## src/rtl/apb_master_pkg.sv

```systemverilog
// Shared types and defaults for the APB master bridge.
// Latency: n/a (types and constants only).
// Backpressure: n/a.
//
// Holds the bridge FSM state encoding, the default bus widths and timeout
// depth, and a helper that sizes the optional timeout counter.
package apb_master_pkg;

  localparam int unsigned APB_ADDR_W_DEF       = 32;
  localparam int unsigned APB_DATA_W_DEF       = 32;
  localparam int unsigned APB_TIMEOUT_CYC_DEF  = 16;

  // IDLE   : waiting for a command, req_ready high
  // SETUP  : psel=1, penable=0 for a single cycle
  // ACCESS : psel=1, penable=1 until pready (or timeout)
  // RESP   : rsp_valid=1 until rsp_ready
  typedef enum logic [1:0] {
    IDLE   = 2'd0,
    SETUP  = 2'd1,
    ACCESS = 2'd2,
    RESP   = 2'd3
  } apb_state_e;

  // Width needed to hold values 0..limit; never less than one bit.
  function automatic int unsigned cnt_width(input int unsigned limit);
    int unsigned w;
    w = $clog2(limit + 1);
    if (w < 1) w = 1;
    return w;
  endfunction

endpackage

```

## src/rtl/apb_timeout_cnt.sv

```systemverilog
// ACCESS-phase wait counter for the APB master bridge.
// Latency: expire is combinational from the count and inc in the same cycle.
// Backpressure: none; the owner FSM decides when to clear and increment.
//
// Ports:
//   pclk, reset : clock and synchronous active-high reset
//   clear       : zero the count (asserted in the cycle before ACCESS)
//   inc         : one ACCESS cycle elapsed with pready low
//   expire      : this increment brings the count to LIMIT
module apb_timeout_cnt
  import apb_master_pkg::*;
#(
  parameter int unsigned LIMIT = APB_TIMEOUT_CYC_DEF
) (
  input  logic pclk,
  input  logic reset,
  input  logic clear,
  input  logic inc,
  output logic expire
);

  localparam int unsigned CNT_W = cnt_width(LIMIT);

  logic [CNT_W-1:0] cnt_q;
  logic [CNT_W-1:0] cnt_d;

  // Firing on the increment that would reach LIMIT lets the FSM leave ACCESS
  // after exactly LIMIT stalled cycles without a redundant extra state.
  assign expire = inc && (cnt_q == CNT_W'(LIMIT - 1));

  always_comb begin
    cnt_d = cnt_q;
    if (clear) begin
      cnt_d = '0;
    end else if (inc && !expire) begin
      cnt_d = cnt_q + CNT_W'(1);
    end
  end

  always_ff @(posedge pclk) begin
    if (reset) begin
      cnt_q <= '0;
    end else begin
      cnt_q <= cnt_d;
    end
  end

endmodule

```

## src/rtl/apb_master_bridge.sv

```systemverilog
// Command/response to APB master bridge, one transfer in flight.
// Latency: handshake -> SETUP next cycle, ACCESS after that, rsp_valid one
//          cycle after the pready cycle (3 cycles minimum).
// Backpressure: req_ready only in IDLE; RESP holds until rsp_ready.
//
// Ports:
//   pclk, reset                  : clock, synchronous active-high reset
//   req_valid/req_ready          : command handshake
//   req_write/req_addr/req_wdata : command fields, sampled on handshake
//   rsp_valid/rsp_ready          : response handshake
//   rsp_rdata/rsp_err            : read data (0 for writes) and error flag
//   psel/penable/pwrite/paddr/pwdata : registered APB request
//   prdata/pready/pslverr        : APB completion, looked at only in ACCESS
//
// Build option: define APB_TIMEOUT_EN to bound ACCESS at TIMEOUT_CYCLES
// stalled cycles; a timeout completes with rsp_err=1 and rsp_rdata=0.
module apb_master_bridge
  import apb_master_pkg::*;
#(
  parameter int unsigned ADDR_W         = APB_ADDR_W_DEF,
  parameter int unsigned DATA_W         = APB_DATA_W_DEF,
  parameter int unsigned TIMEOUT_CYCLES = APB_TIMEOUT_CYC_DEF
) (
  input  logic              pclk,
  input  logic              reset,

  input  logic              req_valid,
  output logic              req_ready,
  input  logic              req_write,
  input  logic [ADDR_W-1:0] req_addr,
  input  logic [DATA_W-1:0] req_wdata,

  output logic              rsp_valid,
  input  logic              rsp_ready,
  output logic [DATA_W-1:0] rsp_rdata,
  output logic              rsp_err,

  output logic              psel,
  output logic              penable,
  output logic              pwrite,
  output logic [ADDR_W-1:0] paddr,
  output logic [DATA_W-1:0] pwdata,
  input  logic [DATA_W-1:0] prdata,
  input  logic              pready,
  input  logic              pslverr
);

  // A zero timeout would make ACCESS complete before the slave is sampled.
  if (TIMEOUT_CYCLES < 1) begin : g_bad_timeout
    $error("apb_master_bridge: TIMEOUT_CYCLES must be at least 1");
  end

  apb_state_e        state_q,     state_d;
  logic              psel_q,      psel_d;
  logic              penable_q,   penable_d;
  logic              pwrite_q,    pwrite_d;
  logic [ADDR_W-1:0] paddr_q,     paddr_d;
  logic [DATA_W-1:0] pwdata_q,    pwdata_d;
  logic              rsp_valid_q, rsp_valid_d;
  logic [DATA_W-1:0] rsp_rdata_q, rsp_rdata_d;
  logic              rsp_err_q,   rsp_err_d;

  logic              timeout_hit;

`ifdef APB_TIMEOUT_EN
  logic tmo_clear;
  logic tmo_inc;

  // SETUP is the only way into ACCESS, so clearing there restarts the count
  // for every transfer.
  assign tmo_clear = (state_q == SETUP);
  assign tmo_inc   = (state_q == ACCESS) && !pready;

  apb_timeout_cnt #(
    .LIMIT (TIMEOUT_CYCLES)
  ) u_timeout_cnt (
    .pclk   (pclk),
    .reset  (reset),
    .clear  (tmo_clear),
    .inc    (tmo_inc),
    .expire (timeout_hit)
  );
`else
  assign timeout_hit = 1'b0;
`endif

  // Next-state and registered-output logic.
  always_comb begin
    state_d     = state_q;
    pwrite_d    = pwrite_q;
    paddr_d     = paddr_q;
    pwdata_d    = pwdata_q;
    rsp_rdata_d = rsp_rdata_q;
    rsp_err_d   = rsp_err_q;

    unique case (state_q)
      IDLE: begin
        if (req_valid) begin
          state_d  = SETUP;
          pwrite_d = req_write;
          paddr_d  = req_addr;
          pwdata_d = req_wdata;
        end
      end

      SETUP: begin
        state_d = ACCESS;
      end

      ACCESS: begin
        // pready wins over a timeout landing in the same cycle.
        if (pready) begin
          state_d     = RESP;
          rsp_rdata_d = pwrite_q ? '0 : prdata;
          rsp_err_d   = pslverr;
        end else if (timeout_hit) begin
          state_d     = RESP;
          rsp_rdata_d = '0;
          rsp_err_d   = 1'b1;
        end
      end

      RESP: begin
        if (rsp_ready) begin
          state_d = IDLE;
        end
      end

      default: begin
        state_d = IDLE;
      end
    endcase

    // APB control and rsp_valid are decoded from the next state so they
    // come straight out of flops, aligned with the state they describe.
    psel_d      = (state_d == SETUP) || (state_d == ACCESS);
    penable_d   = (state_d == ACCESS);
    rsp_valid_d = (state_d == RESP);
  end

  always_ff @(posedge pclk) begin
    if (reset) begin
      state_q     <= IDLE;
      psel_q      <= 1'b0;
      penable_q   <= 1'b0;
      pwrite_q    <= 1'b0;
      paddr_q     <= '0;
      pwdata_q    <= '0;
      rsp_valid_q <= 1'b0;
      rsp_rdata_q <= '0;
      rsp_err_q   <= 1'b0;
    end else begin
      state_q     <= state_d;
      psel_q      <= psel_d;
      penable_q   <= penable_d;
      pwrite_q    <= pwrite_d;
      paddr_q     <= paddr_d;
      pwdata_q    <= pwdata_d;
      rsp_valid_q <= rsp_valid_d;
      rsp_rdata_q <= rsp_rdata_d;
      rsp_err_q   <= rsp_err_d;
    end
  end

  assign req_ready = (state_q == IDLE);
  assign rsp_valid = rsp_valid_q;
  assign rsp_rdata = rsp_rdata_q;
  assign rsp_err   = rsp_err_q;
  assign psel      = psel_q;
  assign penable   = penable_q;
  assign pwrite    = pwrite_q;
  assign paddr     = paddr_q;
  assign pwdata    = pwdata_q;

endmodule

```

## config.mk

```make
export PLATFORM = sky130hd
export DESIGN_NAME = apb_master_bridge
export DESIGN_NICKNAME = d
export VERILOG_FILES = /design/src/rtl/apb_master_pkg.sv /design/src/rtl/apb_timeout_cnt.sv /design/src/rtl/apb_master_bridge.sv
export SDC_FILE = /design/constraint.sdc
export NUM_CORES = 1
export LEC_CHECK = 0
export ABC_AREA = 1
export CAP_MARGIN = 0
export CORE_MARGIN = 2
export CORE_UTILIZATION = 43
export CTS_BUF_LIST = sky130_fd_sc_hd__clkbuf_8
export DETAILED_ROUTE_END_ITERATION = 12
export PLACE_DENSITY = 0.9
export REMOVE_ABC_BUFFERS = 1
export SETUP_SLACK_MARGIN = 0.5
export SYNTH_ARGS = -nofsm -noshare
export SYNTH_HDL_FRONTEND = slang
export SYNTH_SLANG_ARGS = --single-unit
```

## constraint.sdc

```tcl
create_clock -name pclk -period 1.6 [get_ports pclk]
set_input_delay 0.48 -clock pclk [delete_from_list [all_inputs] [get_ports pclk]]
set_output_delay 0.48 -clock pclk [all_outputs]
set_load 0.005 [all_outputs]
```

==> metrics, run 1 <==
cell depth of the worst flop-to-flop path=8; Mapped Cells=roughly 660; drt first pass iters=4; Final nets=approximately 1000; Synth Cell Area=between 0.004 and 0.005 mm^2; vias per inst=about 4.7; Least-Margin Pin Slew=roughly 0.34 ns; largest net degree at the start of global routing=67; Critical Path End Type=primary output; multi-input logic area=between 0.0015 and 0.002 mm^2; Post-DP HPWL=roughly 9000 um; Post-Route WL=~15000 um; met1 usage=0.2697; Starting Density=0.4453; first-pass GRT wire length=between 20000 and 25000 um; total of max-cap violations=0; Num Clock Sinks=just over 100; Starting DRT DRC Count=251; io pins=a little over 200; CTS max path bufs=2; Final Hold Viols=0; die width=105.1 um; DRC Markers=0; Setup Skew=0.01138 ns; Yosys Warn Count=0; Worst-path clk slew=roughly 0.10 ns; die area=0.01104 mm^2; leading area contributor after synthesis=dfxtp_1; P&R area growth vs syn=69.70%; Highest Clock Rate=just over 700 MHz; WP depth=2; Yosys cell types=15; synth top area cells=dfxtp_1 (47%), nor2_1 (14%), nand2_1 (12%); # setup viols final=0; setup TNS=0 ns; worst reg-to-reg setup slack=~0.24 ns; Tmin final=about 1.4 ns; GRT Resource Usage Total=0.2329; Synth Area per Inst=between 6 and 7 um^2; RSZ-0062 raised after global routing=true; largest stage delay on the critical path=approximately 0.34 ns; Cell Pwr Density=just under 900 mW/mm^2; DRT antenna net count=0; crit path buf inv count=1; crit path kind=reg2out; status=complete, no violations; GP Congestion=roughly 0.8; clock buffer count from CTS=9; total congestion overflow=0; vias in the first global route=4336; M3 GR Usage=0.04304; Setup WS post-layout=between 0.15 and 0.2 ns; slowest CP cell=dfxtp_2; Max Slew Vio Count=0; CP Cell Sequence=nor2_4 -> buf_6; Placed Area=0.006568 mm^2; clk_lat worst skew=around 0.35 ns; maximum fanout along the worst path=2; standard-cell rows=36; Final Instance Area=roughly 0.0075 mm^2; crit share post-route=0.8855; buffers added on ports=between 200 and 250; Setup WS pre-CTS=-0.1105 ns; Die H=~110 um; Ant. Diodes=0; antenna violations before repair=0; # fillers=around 700; htree depth=3; Yosys top cell area share=0.4694; Crit path max-delay family=flip-flops; fraction of final layout cells sized beyond drive strength 1=0.3510; register area share after synthesis=0.4694; via count=4812; core outline area=0.009864 mm^2; P_leak=around 3.8 nW; GRT busiest layer=met2; slew margin rel.=0.7748; Peak VDD IR=about 610 uV; wire length per cell=~15 um; CP Data Arrival Time=between 0.9 and 1 ns; crit start category=flip-flop; TritonCTS clock tree=done; clock root cell=clkbuf_8; flops & latches, synth=103; GR met2 Demand/Resource=0.4216; Seq. cell area=approximately 0.0022 mm^2; CP required=around 1.1 ns; Hold Path Stages=2; Worst Hold Class=reg2reg
==> worst paths after layout <==
check	start	endpoint
setup / recovery	state_q[0]	req_ready
hold / removal	pwdata[19]	pwdata[19]
setup reg to reg	state_q[0]	paddr[24]
hold reg to reg	pwdata[19]	pwdata[19]
==> metrics by stage <==
stage	power (W)	util	hold slack (ns)	std cells
2_1_floorplan	0.003571	-	0.4650	620
3_3_place_gp	0.004513	0.6658	0.4467	977
3_5_place_dp	0.004549	0.6658	0.4571	977
4_1_cts	0.006353	0.7027	0.4645	1002
5_1_grt	0.006877	0.7557	0.4824	1019
6_report	0.006555	0.7557	0.4641	1019
==> layout by cell type (no fill, tap or decap), types with 10 or more instances in the layout <==
cell type        instances
a21oi_2                 23
buf_12                  13
buf_2                   35
buf_4                   22
buf_6                   71
clkbuf_8                10
clkdlybuf4s50_1         99
dfxtp_2                102
inv_1                  104
nand2_1                135
nand3_1                 66
nor2_1                 161
==> routing by layer <==
metal	routed length, um	vias up
met5	0	-
met2	7454	193
li1	-	2391
met4	536	0
met3	968	44
met1	5929	2184
==> power breakdown <==
part	internal [W]	leakage, nW	switching (W)	total [W]
combinational	0.00103	2.80	0.000833	0.00186
clock	0.000780	0.107	0.000926	0.00171
sequential	0.00284	0.886	0.000146	0.00299
==> Yosys cell counts <==
master    instances
buf_6             8
buf_2            12
nand2_1         136
dfxtp_1         103
nand3_1          69
a21oi_1          32
nor2_2            1
nor2_1          168
inv_1           107
o21ai_0           1
buf_1             3
buf_4             6
inv_2             2
ha_1              1
clkbuf_1         12
==> worst min-delay path, delay by kind of cell, from the launching register on <==
kind | cells | cell delay [ns]
DFF | 1 | 0.33
and+or+nand+nor | 2 | 0.11
==> sequential cells by signal, indices dropped and copies added, names as in the netlist <==
name / cells
paddr: 32
penable: 1
psel: 1
pwdata: 32
pwrite: 1
rsp_err: 1
rsp_rdata: 32
rsp_valid: 1
state_q: 2
==> layout make-up <==
type | instances | share of cell area
Timing Repair Buffer | 250 | 0.3518
Sequential cell | 103 | 0.2937
Multi-Input combinational cell | 408 | 0.2477
Inverter | 109 | 0.05707
Tap cell | 133 | 0.02232
Clock buffer | 10 | 0.01846
Clock inverter | 6 | 0.008896
==> timing repair <==
| action | CTS | global route |
|---|---|---|
| cloned | 4 | 7 |
| endpoints found under the setup margin | 205 | 204 |
| buffers inserted | 5 | 10 |
| hold buffers | 0 | 0 |
| resized for setup | 577 | 67 |
| pin swaps | 3 | 20 |
==> kinds of logic after synthesis <==
group | after synthesis | share of synthesized area
and+or+nand+nor | 374 | 0.3398
buffers and inverters | 150 | 0.1504
DFF | 103 | 0.4694
AOI/OAI and AO/OA | 33 | 0.03759
adders and majority gates | 1 | 0.002848
(Power assumes the default switching activity.)
==> inputs of run 2 (changes only) <==
--- a/config.mk
+++ b/config.mk
@@ -10,10 +10,12 @@
 export CORE_MARGIN = 2
 export CORE_UTILIZATION = 43
 export CTS_BUF_LIST = sky130_fd_sc_hd__clkbuf_8
+export CTS_CLUSTER_SIZE = 16
 export DETAILED_ROUTE_END_ITERATION = 12
 export PLACE_DENSITY = 0.9
 export REMOVE_ABC_BUFFERS = 1
 export SETUP_SLACK_MARGIN = 0.5
+export SKIP_CTS_REPAIR_TIMING = 1
 export SYNTH_ARGS = -nofsm -noshare
 export SYNTH_HDL_FRONTEND = slang
 export SYNTH_SLANG_ARGS = --single-unit
==> run 2 against run 1 <==
Net effect: non-clock buffer count shrank 8; register-to-register slack is essentially flat; final area shrank 4.3%; combinational power shrank 9%; critical path type unchanged; highest routed layer unchanged.
==> metrics, run 2 (synthesis results as in run 1) <==
fraction of final layout cells sized beyond drive strength 1=0.3189 (was 0.3510); Max Slew Vio Count=0 (unchanged); GP Congestion=0.7994 (unchanged); die width=105.1 um (unchanged); CTS max path bufs=2 (unchanged); clock root cell=clkbuf_8 (unchanged); P_leak=3.658 nW (was 3.792 nW); Critical Path End Type=primary output (unchanged); DRC Markers=0 (unchanged); Peak VDD IR=617.7 uV (was 611.7 uV); TritonCTS clock tree=done (unchanged); most frequent cells in the layout=nor2_1 (165), nand2_1 (135), inv_1 (105) (was nor2_1 (161), nand2_1 (135), inv_1 (104)); DRT antenna net count=0 (unchanged); status=complete, no violations (unchanged); Starting DRT DRC Count=217 (was 251); clk_lat worst skew=0.35 ns (about the same); dpl cells=977 (unchanged); Post-DP HPWL=8781 um (unchanged); # setup viols final=0 (unchanged); crit path kind=reg2out (unchanged); die area=0.01104 mm^2 (unchanged); wire length per cell=13.82 um (was 14.61 um); total of max-cap violations=0 (unchanged); GRT Resource Usage Total=0.2130 (was 0.2329); Cell Pwr Density=897.7 mW/mm^2 (was 879.3 mW/mm^2); Highest Clock Rate=709.0 MHz (was 705.8 MHz); largest net degree at the start of global routing=67 (unchanged); final core area utilization=0.7229 (was 0.7557); Setup WS pre-CTS=-0.1105 ns (unchanged); Final nets=977 (was 985); htree depth=3 (unchanged); CP required=1.12 ns (about the same); Setup Skew=0.01262 ns (was 0.01138 ns); via count=4605 (was 4812); vias in the first global route=4029 (was 4336); Layout Cells excl Fill=1011 (was 1019); Num Clock Sinks=103 (unchanged); RSZ-0062 raised after global routing=true (unchanged); hold_ws=0.4623 ns (was 0.4641 ns); Worst-path clk slew=0.09 ns (was 0.10 ns); clock buffer count from CTS=9 (unchanged); crit share post-route=0.8815 (was 0.8855); commonest non-fill, non-tap cell in the layout=nor2_1 (unchanged); Ant. Diodes=0 (unchanged); standard-cell rows=36 (unchanged); first-pass GRT wire length=19210 um (was 20800 um); Tmin final=1.410 ns (was 1.417 ns); Setup WS post-layout=0.1897 ns (was 0.1832 ns); drt first pass iters=4 (unchanged); core outline area=0.009864 mm^2 (unchanged); antenna violations before repair=0 (unchanged); Starting Density=0.4453 (unchanged); maximum fanout along the worst path=2 (unchanged); Post-Route WL=13980 um (was 14890 um); Die H=105.1 um (unchanged); slew margin rel.=0.7655 (was 0.7748); io pins=205 (unchanged); total congestion overflow=0 (unchanged); Worst Hold Class=reg2reg (unchanged); buffers added on ports=204 (unchanged); vias per inst=4.555 (was 4.722); CP Data Arrival Time=0.93 ns (was 0.94 ns); crit start category=flip-flop (unchanged); Final Instance Area=0.007131 mm^2 (was 0.007455 mm^2); Least-Margin Pin Slew=0.3518 ns (was 0.3378 ns); P&R area growth vs syn=62.32% (was 69.70%); Final Hold Viols=0 (unchanged); Placed Area=0.006568 mm^2 (unchanged)
## run 2: power breakdown
part / leakage, nW / total, W / internal (W) / switching [W]
clock: 0.107 / 0.00171 / 0.000781 / 0.000928
sequential: 0.886 / 0.00299 / 0.00284 / 0.000145
combinational: 2.66 / 0.00170 / 0.000919 / 0.000786
total: 3.66 / 0.00640 / 0.00454 / 0.00186
## run 2: worst paths after layout
check / startpoint / endpoint / slack [ns] / cells after the start
min reg2reg: pwdata[6] / pwdata[6] / 0.46 / 2
min: pwdata[6] / pwdata[6] / 0.46 / 2
max reg2reg: state_q[0] / psel / 0.25 / 7
max: state_q[0] / req_ready / 0.19 / 2
## run 2: worst max-delay path, stage by stage, from the launching register on
cell and delay (ns):
dfxtp_2 0.34, nor2_4 0.12, buf_6 0.12
## run 2: area by class of cell
type                            count  area (um^2)
Inverter                          109        425.4
Multi-Input combinational cell    408         1764
Fill cell                         765         2734
Clock buffer                       10        137.6
Tap cell                          133        166.4
Sequential cell                   103         2191
Clock inverter                      6        66.31
Timing Repair Buffer              242         2380
## run 2: per-stage QoR
step           TNS (ns)  total power [W]
2_1_floorplan    -90.88         0.003571
3_3_place_gp    -0.2814         0.004513
3_5_place_dp    -0.7543         0.004549
4_1_cts          -10.07         0.006227
5_1_grt               0         0.006744
6_report              0         0.006401
## run 2: per-layer routing
metal / global-route usage / up-vias / share of wire
met2: 0.3641 / 151 / 0.49
met5: 0 / - / 0
met4: 0.09238 / 0 / 0.033
met1: 0.2566 / 2045 / 0.43
met3: 0.04616 / 34 / 0.047
li1: - / 2375 / -
